[src/rtl/control_unit_pipe_if.sv]
// Bundle between the IF/ID register, hazard/debug logic and the pipelined control unit.
// The master drives instruction and hazard/debug inputs; the slave returns the EX-stage control word.
interface control_unit_pipe_if #(
   parameter int ALUCTL_W = 4,
   parameter int MEMWR_W  = 4
);
   logic [5:0]          op;
   logic [5:0]          funct;
   logic                instr_valid;
   logic                stall;
   logic                flush;
   logic                step_mode;
   logic                step_req;
   logic [ALUCTL_W-1:0] alu_ctrl_e;
   logic                reg_write_e;
   logic                mem_to_reg_e;
   logic                branch_e;
   logic                reg_dst_e;
   logic                jump_e;
   logic [1:0]          alu_src_e;
   logic [MEMWR_W-1:0]  mem_write_e;
   logic [1:0]          mem_read_e;
   logic                illegal_e;
   logic                pc_enable;
   logic                halted;
   logic [1:0]          state;

   modport master (
      output op, funct, instr_valid, stall, flush, step_mode, step_req,
      input  alu_ctrl_e, reg_write_e, mem_to_reg_e, branch_e, reg_dst_e, jump_e,
             alu_src_e, mem_write_e, mem_read_e, illegal_e, pc_enable, halted, state
   );

   modport slave (
      input  op, funct, instr_valid, stall, flush, step_mode, step_req,
      output alu_ctrl_e, reg_write_e, mem_to_reg_e, branch_e, reg_dst_e, jump_e,
             alu_src_e, mem_write_e, mem_read_e, illegal_e, pc_enable, halted, state
   );
endinterface

[src/rtl/control_unit_pipe.sv]
// Pipelined MIPS control unit: ID-stage decode registered into ID/EX, with
// stall/flush handling and a run/pause/drain/halt controller for fetch and debug.
module control_unit_pipe #(
   parameter int ALUCTL_W     = 4,
   parameter int MEMWR_W      = 4,
   parameter int DRAIN_CYCLES = 4,
   parameter int SUPPORT_JUMP = 1
) (
   input logic               clk,
   input logic               reset,
   control_unit_pipe_if.slave bus
);
   localparam logic [1:0] ST_RUN   = 2'd0;
   localparam logic [1:0] ST_PAUSE = 2'd1;
   localparam logic [1:0] ST_DRAIN = 2'd2;
   localparam logic [1:0] ST_HALT  = 2'd3;

   localparam logic [3:0] ALU_ADD = 4'b0000;
   localparam logic [3:0] ALU_SUB = 4'b0001;
   localparam logic [3:0] ALU_AND = 4'b0010;
   localparam logic [3:0] ALU_OR  = 4'b0011;
   localparam logic [3:0] ALU_XOR = 4'b0100;
   localparam logic [3:0] ALU_NOR = 4'b0101;
   localparam logic [3:0] ALU_SLL = 4'b0110;
   localparam logic [3:0] ALU_SRL = 4'b0111;
   localparam logic [3:0] ALU_SRA = 4'b1000;
   localparam logic [3:0] ALU_SLT = 4'b1001;

   localparam int CNT_W = (DRAIN_CYCLES > 1) ? $clog2(DRAIN_CYCLES) : 1;

   typedef struct packed {
      logic [ALUCTL_W-1:0] alu_ctrl;
      logic                reg_write;
      logic                mem_to_reg;
      logic                branch;
      logic                reg_dst;
      logic                jump;
      logic [1:0]          alu_src;
      logic [MEMWR_W-1:0]  mem_write;
      logic [1:0]          mem_read;
      logic                illegal;
   } ctrl_t;

   ctrl_t            dec;
   ctrl_t            idex;
   logic             is_end;
   logic             accept;
   logic [1:0]       state_q;
   logic [CNT_W-1:0] drain_cnt;

   function automatic logic [ALUCTL_W-1:0] alu_code(input logic [3:0] code);
      return ALUCTL_W'(code);
   endfunction

   assign accept = bus.instr_valid && !bus.stall && !bus.flush && (state_q == ST_RUN);

   // Combinational decode; unknown encodings collapse to a bubble carrying only the illegal flag.
   always_comb begin
      dec    = '0;
      is_end = 1'b0;
      case (bus.op)
         6'b000000: begin
            dec.reg_write = 1'b1;
            dec.reg_dst   = 1'b1;
            case (bus.funct)
               6'b100000: dec.alu_ctrl = alu_code(ALU_ADD);
               6'b100010: dec.alu_ctrl = alu_code(ALU_SUB);
               6'b100100: dec.alu_ctrl = alu_code(ALU_AND);
               6'b100101: dec.alu_ctrl = alu_code(ALU_OR);
               6'b100110: dec.alu_ctrl = alu_code(ALU_XOR);
               6'b100111: dec.alu_ctrl = alu_code(ALU_NOR);
               6'b101010: dec.alu_ctrl = alu_code(ALU_SLT);
               6'b000100: dec.alu_ctrl = alu_code(ALU_SLL);
               6'b000110: dec.alu_ctrl = alu_code(ALU_SRL);
               6'b000111: dec.alu_ctrl = alu_code(ALU_SRA);
               6'b000000: begin
                  dec.alu_ctrl = alu_code(ALU_SLL);
                  dec.alu_src  = 2'd2;
               end
               6'b000010: begin
                  dec.alu_ctrl = alu_code(ALU_SRL);
                  dec.alu_src  = 2'd2;
               end
               6'b000011: begin
                  dec.alu_ctrl = alu_code(ALU_SRA);
                  dec.alu_src  = 2'd2;
               end
               6'b001000: begin
                  dec.reg_write = 1'b0;
                  dec.reg_dst   = 1'b0;
                  if (SUPPORT_JUMP != 0) dec.jump = 1'b1;
                  else dec.illegal = 1'b1;
               end
               default: begin
                  dec         = '0;
                  dec.illegal = 1'b1;
               end
            endcase
         end
         6'b100000, 6'b100100: begin
            dec.reg_write  = 1'b1;
            dec.mem_to_reg = 1'b1;
            dec.alu_src    = 2'd1;
            dec.mem_read   = 2'd1;
         end
         6'b100001, 6'b100101: begin
            dec.reg_write  = 1'b1;
            dec.mem_to_reg = 1'b1;
            dec.alu_src    = 2'd1;
            dec.mem_read   = 2'd2;
         end
         6'b100011, 6'b100111: begin
            dec.reg_write  = 1'b1;
            dec.mem_to_reg = 1'b1;
            dec.alu_src    = 2'd1;
         end
         6'b101000: begin
            dec.alu_src   = 2'd1;
            dec.mem_write = MEMWR_W'(1'b1);
         end
         6'b101001: begin
            dec.alu_src   = 2'd1;
            dec.mem_write = MEMWR_W'(2'b11);
         end
         6'b101011: begin
            dec.alu_src   = 2'd1;
            dec.mem_write = '1;
         end
         6'b001000, 6'b001100, 6'b001101, 6'b001110, 6'b001010: begin
            dec.reg_write = 1'b1;
            dec.alu_src   = 2'd1;
            case (bus.op)
               6'b001100: dec.alu_ctrl = alu_code(ALU_AND);
               6'b001101: dec.alu_ctrl = alu_code(ALU_OR);
               6'b001110: dec.alu_ctrl = alu_code(ALU_XOR);
               6'b001010: dec.alu_ctrl = alu_code(ALU_SLT);
               default:   dec.alu_ctrl = alu_code(ALU_ADD);
            endcase
         end
         6'b001111: begin
            dec.reg_write = 1'b1;
            dec.alu_src   = 2'd3;
            dec.alu_ctrl  = alu_code(ALU_SLL);
         end
         6'b000100, 6'b000101: dec.branch = 1'b1;
         6'b000010, 6'b000011: begin
            if (SUPPORT_JUMP != 0) begin
               dec.jump      = 1'b1;
               dec.reg_write = bus.op[0];
            end else begin
               dec.illegal = 1'b1;
            end
         end
         6'b111111: is_end = 1'b1;
         6'b111110: dec = '0;
         default:   dec.illegal = 1'b1;
      endcase
   end

   // ID/EX register: flush beats stall, and anything not accepted becomes a bubble.
   always_ff @(posedge clk) begin
      if (reset)               idex <= '0;
      else if (bus.flush)      idex <= '0;
      else if (bus.stall)      idex <= idex;
      else if (accept)         idex <= dec;
      else                     idex <= '0;
   end

   // Fetch/debug controller; DRAIN lasts DRAIN_CYCLES cycles once END is accepted.
   always_ff @(posedge clk) begin
      if (reset) begin
         state_q   <= ST_RUN;
         drain_cnt <= '0;
      end else begin
         case (state_q)
            ST_RUN: begin
               if (accept && is_end) begin
                  state_q   <= ST_DRAIN;
                  drain_cnt <= CNT_W'(DRAIN_CYCLES - 1);
               end else if (accept && bus.step_mode) begin
                  state_q <= ST_PAUSE;
               end
            end
            ST_PAUSE: begin
               if (bus.step_req || !bus.step_mode) state_q <= ST_RUN;
            end
            ST_DRAIN: begin
               if (drain_cnt == '0) state_q <= ST_HALT;
               else drain_cnt <= drain_cnt - CNT_W'(1);
            end
            ST_HALT:  state_q <= ST_HALT;
            default:  state_q <= ST_RUN;
         endcase
      end
   end

   assign bus.alu_ctrl_e   = idex.alu_ctrl;
   assign bus.reg_write_e  = idex.reg_write;
   assign bus.mem_to_reg_e = idex.mem_to_reg;
   assign bus.branch_e     = idex.branch;
   assign bus.reg_dst_e    = idex.reg_dst;
   assign bus.jump_e       = idex.jump;
   assign bus.alu_src_e    = idex.alu_src;
   assign bus.mem_write_e  = idex.mem_write;
   assign bus.mem_read_e   = idex.mem_read;
   assign bus.illegal_e    = idex.illegal;
   assign bus.pc_enable    = (state_q == ST_RUN) && !bus.stall;
   assign bus.halted       = (state_q == ST_HALT);
   assign bus.state        = state_q;
endmodule
[src/flat_wrapper.sv]
// flat-port wrapper written by rule: the top's interface ports become plain ports
module control_unit_pipe_flat 
#(
   parameter int ALUCTL_W     = 4,
   parameter int MEMWR_W      = 4,
   parameter int DRAIN_CYCLES = 4,
   parameter int SUPPORT_JUMP = 1
)
  (clk, reset, bus_op, bus_funct, bus_instr_valid, bus_stall, bus_flush, bus_step_mode, bus_step_req, bus_alu_ctrl_e, bus_reg_write_e, bus_mem_to_reg_e, bus_branch_e, bus_reg_dst_e, bus_jump_e, bus_alu_src_e, bus_mem_write_e, bus_mem_read_e, bus_illegal_e, bus_pc_enable, bus_halted, bus_state);
  control_unit_pipe_if #(.ALUCTL_W(ALUCTL_W), .MEMWR_W(MEMWR_W)) bus_i ();
  input logic clk;
  input logic reset;
  input wire logic [$bits(bus_i.op)-1:0] bus_op;
  input wire logic [$bits(bus_i.funct)-1:0] bus_funct;
  input wire logic [$bits(bus_i.instr_valid)-1:0] bus_instr_valid;
  input wire logic [$bits(bus_i.stall)-1:0] bus_stall;
  input wire logic [$bits(bus_i.flush)-1:0] bus_flush;
  input wire logic [$bits(bus_i.step_mode)-1:0] bus_step_mode;
  input wire logic [$bits(bus_i.step_req)-1:0] bus_step_req;
  output wire logic [$bits(bus_i.alu_ctrl_e)-1:0] bus_alu_ctrl_e;
  output wire logic [$bits(bus_i.reg_write_e)-1:0] bus_reg_write_e;
  output wire logic [$bits(bus_i.mem_to_reg_e)-1:0] bus_mem_to_reg_e;
  output wire logic [$bits(bus_i.branch_e)-1:0] bus_branch_e;
  output wire logic [$bits(bus_i.reg_dst_e)-1:0] bus_reg_dst_e;
  output wire logic [$bits(bus_i.jump_e)-1:0] bus_jump_e;
  output wire logic [$bits(bus_i.alu_src_e)-1:0] bus_alu_src_e;
  output wire logic [$bits(bus_i.mem_write_e)-1:0] bus_mem_write_e;
  output wire logic [$bits(bus_i.mem_read_e)-1:0] bus_mem_read_e;
  output wire logic [$bits(bus_i.illegal_e)-1:0] bus_illegal_e;
  output wire logic [$bits(bus_i.pc_enable)-1:0] bus_pc_enable;
  output wire logic [$bits(bus_i.halted)-1:0] bus_halted;
  output wire logic [$bits(bus_i.state)-1:0] bus_state;
  assign bus_i.op = bus_op;
  assign bus_i.funct = bus_funct;
  assign bus_i.instr_valid = bus_instr_valid;
  assign bus_i.stall = bus_stall;
  assign bus_i.flush = bus_flush;
  assign bus_i.step_mode = bus_step_mode;
  assign bus_i.step_req = bus_step_req;
  assign bus_alu_ctrl_e = bus_i.alu_ctrl_e;
  assign bus_reg_write_e = bus_i.reg_write_e;
  assign bus_mem_to_reg_e = bus_i.mem_to_reg_e;
  assign bus_branch_e = bus_i.branch_e;
  assign bus_reg_dst_e = bus_i.reg_dst_e;
  assign bus_jump_e = bus_i.jump_e;
  assign bus_alu_src_e = bus_i.alu_src_e;
  assign bus_mem_write_e = bus_i.mem_write_e;
  assign bus_mem_read_e = bus_i.mem_read_e;
  assign bus_illegal_e = bus_i.illegal_e;
  assign bus_pc_enable = bus_i.pc_enable;
  assign bus_halted = bus_i.halted;
  assign bus_state = bus_i.state;
  control_unit_pipe #(.ALUCTL_W(ALUCTL_W), .MEMWR_W(MEMWR_W), .DRAIN_CYCLES(DRAIN_CYCLES), .SUPPORT_JUMP(SUPPORT_JUMP)) u_core (.clk(clk), .reset(reset), .bus(bus_i));
endmodule
[config.mk]
export PLATFORM = sky130hd
export DESIGN_NAME = control_unit_pipe_flat
export DESIGN_NICKNAME = d
export VERILOG_FILES = /design/src/rtl/control_unit_pipe_if.sv /design/src/rtl/control_unit_pipe.sv /design/src/flat_wrapper.sv
export SDC_FILE = /design/constraint.sdc
export NUM_CORES = 1
export LEC_CHECK = 0
export ABC_AREA = 0
export BUFFER_PORTS_ARGS = -buffer_cell sky130_fd_sc_hd__buf_2
export CORE_UTILIZATION = 30
export CTS_CLUSTER_SIZE = 25
export DETAILED_ROUTE_END_ITERATION = 7
export GPL_ROUTABILITY_DRIVEN = 0
export GPL_TIMING_DRIVEN = 0
export SLEW_MARGIN = 20
export SYNTH_ARGS = -nofsm -noshare
export SYNTH_HDL_FRONTEND = slang
export SYNTH_SLANG_ARGS = --single-unit
[constraint.sdc]
create_clock -name clk -period 2.08 [get_ports clk]
set_input_delay 0.312 -clock clk [delete_from_list [all_inputs] [get_ports clk]]
set_output_delay 0.312 -clock clk [all_outputs]
set_load 0.01 [all_outputs]
### Word level (Yosys, flattened, before mapping)

Cells that the tools add are included.

| storage, ports and cells | value |
|---|---|
| flip-flop bits (word level) | 22 |
| output and inout port bits | 22 |
| word-level logic and storage cells | 114 |

| cells by class | value |
|---|---|
| $add $sub $neg | 1 |
| equal/unequal tests | 42 |
| muxes and demuxes | 26 |
| reduce and logical (&&, ||, !) cells | 33 |

Operators with widths:

| operator | number |
|---|---|
| $eq 6x6->1 const B | 18 |
| $eq 6x4->1 const B | 7 |
| $pmux 4 s9 | 1 |
| $eq 6x3->1 const B | 5 |
| $reduce_or 14->1 | 2 |
| $eq 6x2->1 const B | 4 |
| $pmux 4 s3 | 2 |
| $reduce_or 21->1 | 1 |
| $mux 18 | 1 |
| $pmux 4 s4 | 1 |
| $reduce_or 2->1 | 8 |
| $mux 2 | 7 |
| $reduce_or 13->1 | 1 |
| $logic_not 6->1 | 2 |
| $pmux 2 s2 | 3 |
| $reduce_or 12->1 | 1 |
| $pmux 2 s4 | 1 |
| $logic_and 1x1->1 | 6 |
| $mux 1 | 6 |
| $ne 2x1->1 const B | 3 |
| $pmux 2 s3 | 1 |
| $reduce_and 3->1 | 2 |
| $reduce_or 6->1 | 1 |
| $reduce_or 5->1 | 1 |
| 12 further kinds | 17 |

### Longest topological paths before layout

Gate-level depths: netlist of the first run.

| depth | value |
|---|---|
| depth after elaboration | 8 |
| depth in mapped cells | 6 |
| mapped depth without buffers | 5 |

### Least setup slack after synthesis of the first run

Ideal clock, no wire load.

| timing path | value |
|---|---|
| kind | input-to-reg |
| start | input bus_stall |
| end | register u_core.idex, in the netlist u_core.bus.mem_write_e[2] |
| data arrival time | 1.714 ns |
| required time | 2.010 ns |
| slack | 0.296 ns |
| cell stages on the path | 6 |
| path buffers | 1 |
| cell sequence | buf_6 or4b_4 or2_4 nor3b_4 nand4_1 a21oi_1 |

| on the way | value |
|---|---|
| cells in the longest elaborated chain, start to end | 5 |

RTL lines:

| element | RTL line | RTL |
|---|---|---|
| start: declaration | flat_wrapper.sv:16 | `input wire logic [$bits(bus_i.stall)-1:0] bus_stall;` |
| $logic_not 1->1 | control_unit_pipe.sv:55 | `assign accept = bus.instr_valid && !bus.stall && !bus.flush && (state_q == ST_RUN);` |
| $logic_and 1x1->1 (3 in series) | control_unit_pipe.sv:55 |  |
| $mux 18 | control_unit_pipe.sv:165 | `else if (accept) idex <= dec;` |
| end signal: assignment | control_unit_pipe.sv:164 | `else if (bus.stall) idex <= idex;` |
| end: declaration | control_unit_pipe.sv:45 | `ctrl_t idex;` |

Several ways; a longest one is shown, not always the timed one.
A chain may end at the register's enable or synchronous reset.

### Final worst setup path of the first run

| timing path | value |
|---|---|
| start | register u_core.state_q[1], in the netlist u_core.bus.state[1] |
| end | register u_core.idex, in the netlist u_core.bus.alu_ctrl_e[2] |

| on the way | value |
|---|---|
| cells in the longest elaborated chain, start to end | 3 |

RTL lines:

| element | RTL line | RTL |
|---|---|---|
| start: declaration | control_unit_pipe.sv:48 | `logic [1:0] state_q;` |
| start signal: assignment | control_unit_pipe.sv:172 | `state_q <= ST_RUN;` |
| start signal: assignment | control_unit_pipe.sv:178 | `state_q <= ST_DRAIN;` |
| start signal: assignment | control_unit_pipe.sv:181 | `state_q <= ST_PAUSE;` |
| $logic_not 2->1 | control_unit_pipe.sv:55 |  |
| $logic_and 1x1->1 | control_unit_pipe.sv:55 |  |
| $mux 18 | control_unit_pipe.sv:165 |  |

No other way between the ends.

==> results.cfg, run 1 <==
[route]
routed_wl_um = 3270
via_count = 1311
via_per_inst = 5.20
dr.first_iter.drc_count = 91
drc = 0
wire_per_inst_um = 13.0
postRouteAntennaNets = 0
drtPass1Iterations = 4

[worst_setup_path]
slowest_delay_ns = 0.53
cp.arrival_ns = 2.05
critPathTopFamily = simple AND/OR/NAND/NOR gates
worstPathMaxFanout = 6
start_kind = flip-flop
path_buf_inv = 0
endpoint_kind = flip-flop
reg2regPathDepth = 5
critPathRequiredTime_ns = 2.27
reg2reg_slack_ns = 0.22
worstSetupPathType = flip-flop to flip-flop
timing.rr.end = u_core.bus.alu_ctrl_e[2]
crit_cells = 5
crit_path_cell_trace = or4b_4, or2_4, nor3_4, o2111ai_1, o21ai_1
critPathSlowestCell = or4b_4
reg2reg_from = u_core.bus.state[1]

[timing]
finalCriticalPeriod_ns = 1.86
finalSetupViolCount = 0
relSlewSlack = 0.599
drv_slew = 0
hold_viol_final = 0
min_period_over_period = 0.894
max_freq_mhz = 538
worst-slew-pin-transition_ns = 0.599
rsz0062_at_grt = no
finClkSkew_ns = 0.00115
tns_ns = 0

[logic_synthesis]
yosysWarnings = 0
synth.most_common_cell = nor2_1
synth-main-ff-cell = dfxtp_1
synth.avg_cell_area_um2 = 7.51
synthesis.area_mm2 = 0.00123
syn_nets = 184
synth_cells = 164
ys_seq_area_frac = 0.341
ys_top_cells_by_count = 28 x nor2_1, 21 x dfxtp_1, 11 x nand2_1, 10 x a21oi_1
async_flop_share = 0
synth_edf_count = 0
synthTopCellsByArea = dfxtp_1 34%, nor2_1 8.5%, a32oi_1 4.3%
synth_cell_types = 39
synth_top_area_share = 0.341
synth-seq-cells = 21
yosysTopAreaCell = dfxtp_1

[cells_and_area]
utilization = 0.400
antenna_cells = 0
area_delta_synth_final_pct = 23.1
num-nets-final = 225
drive_gt1_frac = 0.240

[min_path]
hold_start = reset
worstHoldPathCells = 2
hp-class = primary input to flip-flop
hold_end = u_core.bus.state[1]

[run_status]
status = completed

[cts]
insertion_delay_ns = 0.26
htreeDepth = 1
ctsRootBufferMaster = clkbuf_8
postCtsHoldBufs = 0
clock_path_buffers = 2
cts_resized = 0
numCtsBuffers = 3
clock-sinks = 21
post_cts_buffers = 0
cts_tree = yes
clk_pin_slew_worst_paths_ns = 0.07

[floorplan]
coreArea_mm2 = 0.00380
rows = 22
die_w_um = 66.1
start_util = 0.324
io_pins = 41
dieArea_mm2 = 0.00437
die_y_um = 66.1

[power_and_ir_drop]
p_leak_nw = 0.602
ir_drop_uv = 263
power_density_mw_per_mm2 = 525

[grt]
use_met3 = 0.0414
top_usage_layer = met2
grt.total_usage = 0.155
grtUsageMet2 = 0.247
grt_max_degree = 12
antenna_found_initial = 0
grt_pass1_vias = 1138
use_met1 = 0.212
grt_remaining_overflow = 0
grt_first_pass_wirelength_um = 5240

[place]
hpwl_um = 2490
io_buffers = 36

[job]
cap_violations = 0
==> cell usage in the layout (no fill, tap or decap), drive strengths merged, types with 4 or more instances in the layout <==
master and instances:
buf 40, a21oi 10, a32oi 6, dfxtp 21, nand2 11, o21ai 8
nor2 28, nand3 7, clkbuf 12, nor2b 4, inv 8, nor3 9
a22oi 5
==> worst max-delay path by stage <==
stage                              startpoint                        end  slack, ns
final                     u_core.bus.state[1]   u_core.bus.alu_ctrl_e[2]       0.22
after global routing      u_core.bus.state[1]   u_core.bus.alu_ctrl_e[2]       0.10
after CTS                 u_core.bus.state[1]   u_core.bus.alu_ctrl_e[2]       0.21
after detailed placement            bus_stall   u_core.bus.alu_ctrl_e[2]       0.13
after global placement              bus_stall   u_core.bus.alu_ctrl_e[2]       0.12
after floorplan                     bus_stall  u_core.bus.mem_write_e[2]       0.30
==> layer usage <==
metal	vias up	part of all wire	routed length [um]
li1	676	-	-
met1	586	0.49	1590
met2	46	0.44	1420
met3	3	0.076	248
met4	0	0.0037	12
met5	-	0	0
==> area by class of cell <==
| class | count | area [um2] |
|---|---|---|
| Buffer | 12 | 58.8 |
| Clock buffer | 4 | 45.0 |
| Fill cell | 428 | 2280 |
| Inverter | 8 | 30.0 |
| Multi-Input combinational cell | 123 | 723 |
| Sequential cell | 21 | 420 |
| Tap cell | 48 | 60.1 |
| Timing Repair Buffer | 36 | 180 |
==> cells by family (layout without fill, tap and decap cells) <==
logic type | count (synthesis) | in the layout | synth area share
AOI/OAI and AO/OA | 46 | 46 | 0.246
buffers and inverters | 20 | 60 | 0.0721
and+or+nand+nor | 75 | 75 | 0.323
adders and majority gates | 1 | 1 | 0.0102
muxes | 1 | 1 | 0.00812
DFF | 21 | 21 | 0.341
==> state kept, by name, summed over array words and instances, names as in the netlist, 2 cells and up <==
| name | cells |
|---|---|
| u_core.bus.alu_ctrl_e | 4 |
| u_core.bus.alu_src_e | 2 |
| u_core.bus.mem_read_e | 2 |
| u_core.bus.mem_write_e | 3 |
| u_core.bus.state | 2 |
| u_core.drain_cnt | 2 |
==> metrics by stage <==
stage          cell area [um2]  std cells  hold WS [ns]  total power, W  setup WS [ns]
2_1_floorplan             1230        164         0.384        0.000495          0.296
5_1_grt                   1520        252         0.279        0.000837          0.104
3_3_place_gp              1470        248         0.455        0.000540          0.121
3_5_place_dp              1470        248         0.459        0.000540          0.133
6_report                  1520        252         0.284        0.000796          0.220
4_1_cts                   1520        252         0.277        0.000806          0.214
==> where the power goes <==
part	switching [W]	leakage (nW)	internal, W
clock	0.000129	0.0228	0.000136
sequential	0.00000103	0.169	0.000403
combinational	0.0000818	0.410	0.0000452
total	0.000212	0.602	0.000585
No activity file was read; power rests on OpenSTA's default activity.
==> run 2, diff against run 1 <==
==> constraint.sdc (replaced) <==
create_clock -name clk -period 1.6 [get_ports clk]
set_input_delay 0.24 -clock clk [delete_from_list [all_inputs] [get_ports clk]]
set_output_delay 0.24 -clock clk [all_outputs]
set_load 0.01 [all_outputs]
==> run 2 against run 1 <==
Against the previous run: the run now ends with negative setup slack left; total power up 33%; largest cell class unchanged; count of clock-buffer cells in the layout is 1 lower; core utilization up 3.1 points; highest routed layer unchanged; die area stayed put; hold slack worse by 0.083 ns; via count grew 2.1%; critical endpoint is now u_core.drain_cnt[0]; critical path depth is 1 higher.
==> results.cfg, run 2 (synthesis results as in run 1) <==
[grt]
use_met3 = 0.0276
use_met1 = 0.223
top_usage_layer = met2
grt_first_pass_wirelength_um = 5510
antenna_found_initial = 0
grt_remaining_overflow = 0
grt_pass1_vias = 1146
grt_max_degree = 13
grt.total_usage = 0.167
grtUsageMet2 = 0.259

[cells_and_area]
final_common_cell = buf_2
largest_register_ffs = 4
drive_gt1_frac = 0.321
area_delta_synth_final_pct = 32.7
fillers = 422
finalNonFillerCells = 260
antenna_cells = 0
num-nets-final = 233
design_area_mm2 = 0.00164
layout_common_cells = 38 x buf_2, 28 x nor2_1, 19 x dfxtp_1

[timing]
min_period_over_period = 1.12
hold_viol_final = 0
fin_ws_ns = -0.187
rsz0062_at_grt = yes
tns_ns = -2.29
finalCriticalPeriod_ns = 1.79
worst-slew-pin-transition_ns = 0.686
drv_slew = 0
relSlewSlack = 0.539
hold-worst-slack_ns = 0.201
finClkSkew_ns = 0.00513
max_freq_mhz = 560
finalSetupViolCount = 19

[place]
hpwl_um = 2490
placedCellCount = 248
io_buffers = 36
dpl_cell_area_mm2 = 0.00148

[power_and_ir_drop]
ir_drop_uv = 287
p_leak_nw = 0.664
total_power_w = 0.00106
power_density_mw_per_mm2 = 647

[floorplan]
die_y_um = 66.1
start_util = 0.324
die_w_um = 66.1
coreArea_mm2 = 0.00380
dieArea_mm2 = 0.00437
rows = 22
io_pins = 41

[cts]
htreeDepth = 1
ctsRootBufferMaster = clkbuf_8
numCtsBuffers = 3
cts_tree = yes
clock_path_buffers = 2
clock-sinks = 21
postCtsHoldBufs = 0
insertion_delay_ns = 0.27
clk_pin_slew_worst_paths_ns = 0.08

[route]
drtPass1Iterations = 4
postRouteAntennaNets = 0
dr.first_iter.drc_count = 39
via_count = 1338
drc = 0
via_per_inst = 5.15
routed_wl_um = 3430
wire_per_inst_um = 13.2

[worst_setup_path]
critPathRequiredTime_ns = 1.79
start_kind = flip-flop
reg2reg_slack_ns = -0.19
worstSetupPathType = flip-flop to flip-flop
endpoint_kind = flip-flop
worstPathMaxFanout = 4
cp.arrival_ns = 1.97

[run_status]
status = complete, but fails checks
violations = negative setup slack

[min_path]
hp-class = primary input to flip-flop

[job]
cap_violations = 0
run 2: changes by cell type in the layout (fill, tap and decap cells not counted), sizes merged:
cell | before | now
clkinv | 0 | 1
buf | 40 | 48
clkbuf | 12 | 11
run 2: path summary, 6_finish.rpt:
path / startpoint / to / depth (start not counted)
hold / removal: reset / u_core.bus.state[0] / 2
hold reg to reg: u_core.bus.reg_write_e / u_core.bus.reg_write_e / 2
setup / recovery: u_core.bus.state[0] / u_core.drain_cnt[0] / 6
setup reg to reg: u_core.bus.state[0] / u_core.drain_cnt[0] / 6
run 2: timing repair:
action	CTS	global route
pin swaps	11	7
gates resized for setup	3	7
setup endpoints to repair	19	19
buffers inserted	5	3
endpoints found under the hold margin	0	0
run 2: worst max-delay path, stage by stage (launching register included):
cell and delay [ns]:
dfxtp_2 0.33, or4b_4 0.53, or2_4 0.28, buf_4 0.16, nor3_4 0.16, nor3_1 0.06, a211oi_1 0.19
run 2: where the power goes:
group	leakage, nW	internal (W)	total [W]	switching, W
logic	0.468	0.0000650	0.000179	0.000114
registers	0.170	0.000522	0.000523	0.00000102
clock network	0.0255	0.000174	0.000355	0.000181
total	0.664	0.000761	0.00106	0.000296
run 2: stage by stage:
stage	utilization	worst slack (ns)
final	0.431	-0.187
after global routing	0.431	-0.278
after CTS	0.416	-0.237
after detailed placement	0.390	-0.242
after global placement	0.390	-0.236
after floorplan	-	-0.109
run 2: layout make-up:
type / instances / area [um2] / area share
clock inverters: 1 / 5.00 / 0.00306
multi-input cells: 123 / 771 / 0.471
flip-flops and latches: 21 / 425 / 0.260
plain buffers: 12 / 58.8 / 0.0360
clock buffers: 3 / 41.3 / 0.0252
repair buffers: 44 / 244 / 0.149
inverters: 8 / 30.0 / 0.0184
well taps: 48 / 60.1 / 0.0367
run 2: per-layer routing:
metal / wire length [um] / up-vias
li1: - / 687
met1: 1650 / 613
met2: 1570 / 35
met3: 170 / 3
met4: 36 / 0
met5: 0 / -
==> run 3, diff against run 2 <==
--- a/config.mk
+++ b/config.mk
@@ -7,11 +7,15 @@
 export LEC_CHECK = 0
 export ABC_AREA = 0
 export BUFFER_PORTS_ARGS = -buffer_cell sky130_fd_sc_hd__buf_2
-export CORE_UTILIZATION = 30
+export CELL_PAD_IN_SITES_DETAIL_PLACEMENT = 0
+export CELL_PAD_IN_SITES_GLOBAL_PLACEMENT = 2
+export CORE_UTILIZATION = 24
+export CTS_CLUSTER_DIAMETER = 40
 export CTS_CLUSTER_SIZE = 25
 export DETAILED_ROUTE_END_ITERATION = 7
 export GPL_ROUTABILITY_DRIVEN = 0
 export GPL_TIMING_DRIVEN = 0
+export PLACE_DENSITY_LB_ADDON = 0.1
 export SLEW_MARGIN = 20
 export SYNTH_ARGS = -nofsm -noshare
 export SYNTH_HDL_FRONTEND = slang
==> run 3 against run 2 <==
Against the previous run: the run still ends with negative setup slack left; sequential cell count stayed put; final area up 2.7%; combinational power up 6%; die area increased by 24%; clock power increased by 5.9%; maximum frequency decreased by 1.1%; critical path type unchanged; largest power group unchanged; highest routed layer unchanged.
==> results.cfg, run 3 (synthesis results as in run 1) <==
[route]
via_count = 1348
wire_per_inst_um = 14.0
drc = 0
wl_met1_um = 1910
routed_wl_um = 3900
dr.first_iter.drc_count = 39
via_per_inst = 4.83
postRouteAntennaNets = 0
drtPass1Iterations = 6
met3_length_um = 168
top_layer = met4
wl_met2_um = 1770

[floorplan]
coreArea_mm2 = 0.00482
dieArea_mm2 = 0.00543
die_w_um = 73.7
io_pins = 41
die_y_um = 73.7
rows = 25
start_util = 0.256

[timing]
relSlewSlack = 0.550
finClkSkew_ns = 0.00241
worst-slew-pin-transition_ns = 0.673
max_freq_mhz = 553
min_period_over_period = 1.13
tns_ns = -2.66
finalCriticalPeriod_ns = 1.81
hold_viol_final = 0
rsz0062_at_grt = yes
drv_slew = 0
hold-worst-slack_ns = 0.201
finalSetupViolCount = 18
fin_ws_ns = -0.207

[cells_and_area]
num-nets-final = 233
final_common_cell = buf_2
largest_register_ffs = 4
layout_common_cells = 38 x buf_2, 27 x nor2_1, 19 x dfxtp_1
antenna_cells = 0
area_delta_synth_final_pct = 36.2
drive_gt1_frac = 0.330

[worst_setup_path]
crit_path_cell_trace = or4b_4, or2_4, nor3_4, o2111ai_2, o21ai_1
worstSetupPathType = flip-flop to flip-flop
critPathRequiredTime_ns = 1.81
worstPathMaxFanout = 4
critPathSlowestCell = or4b_4
slowest_delay_ns = 0.53
start_kind = flip-flop
cp.arrival_ns = 2.01
endpoint_kind = flip-flop

[run_status]
status = complete, but fails checks
violations = negative setup slack

[job]
cap_violations = 0

[grt]
grt_first_pass_wirelength_um = 6070
antenna_found_initial = 0
grt.total_usage = 0.151
grt_pass1_vias = 1234
grt_max_degree = 13
grt_remaining_overflow = 0

[power_and_ir_drop]
ir_drop_uv = 254
p_leak_nw = 0.666
total_power_w = 0.00109
power_density_mw_per_mm2 = 648

[cts]
postCtsHoldBufs = 0
ctsRootBufferMaster = clkbuf_8
numCtsBuffers = 3
clk_pin_slew_worst_paths_ns = 0.09
clock-sinks = 21
clock_path_buffers = 2
insertion_delay_ns = 0.27
cts_tree = yes
htreeDepth = 1

[place]
hpwl_um = 2940
io_buffers = 36

[min_path]
hp-class = primary input to flip-flop
[run 3: cell count changes in the layout (fill, tap and decap cells not counted)]
cell and delta:
a211oi_2 -1, a211oi_4 +1, a22oi_1 -1, a22oi_2 +1, nor2_1 -1, nor2_4 +1
nor3_1 +1, nor3_2 -1, o21ai_0 -1, o21ai_1 +1, o31ai_1 -1, o31ai_2 +1
[run 3: cell type report]
class                      count  area [um2]
fill                         549        3140
clock buffer                   3        41.3
clock inverter                 1        5.00
tap                           67        83.8
inverter                       8        30.0
multi-input combinational    123         791
timing repair buffer          44         244
sequential                    21         425
buffer                        12        58.8
[run 3: what timing repair did]
item,CTS,global route
gates resized for setup,2,13
endpoints found under the setup margin,18,21
pin swaps,10,9
buffers inserted,5,3
[run 3: stage by stage]
stage,setup slack [ns],util,area (um2),instances
2_1_floorplan,-0.109,-,1240,164
3_3_place_gp,-0.270,0.312,1510,267
3_5_place_dp,-0.268,0.312,1510,267
4_1_cts,-0.218,0.332,1600,276
5_1_grt,-0.268,0.349,1680,279
6_report,-0.207,0.349,1680,279
[run 3: path summary, 6_finish.rpt]
check / from / endpoint / slack (ns) / depth (start not counted)
max: u_core.bus.state[0] / u_core.bus.alu_ctrl_e[2] / -0.21 / 5
max reg2reg: u_core.bus.state[0] / u_core.bus.alu_ctrl_e[2] / -0.21 / 5
min: reset / u_core.bus.state[1] / 0.20 / 2
min reg2reg: u_core.bus.reg_write_e / u_core.bus.reg_write_e / 0.46 / 2
[run 3: report_power, final]
group          switching [W]  internal [W]  leakage (nW)
Combinational       0.000121     0.0000680         0.470
Sequential        0.00000103      0.000522         0.170
Clock               0.000202      0.000174        0.0255
Total               0.000324      0.000765         0.666
[run 3: routing by layer]
layer,vias to the layer above,track usage
met4,0,0.0513
li1,689,-
met5,-,0
met3,5,0.0247
met1,616,0.202
met2,38,0.244
[run 3: worst max-delay path: cells and delay by family (launching register included)]
| family | cells | cell delay (ns) |
|---|---|---|
| and+or+nand+nor | 3 | 1.05 |
| AOI/OAI and AO/OA | 2 | 0.36 |
| DFF | 1 | 0.33 |
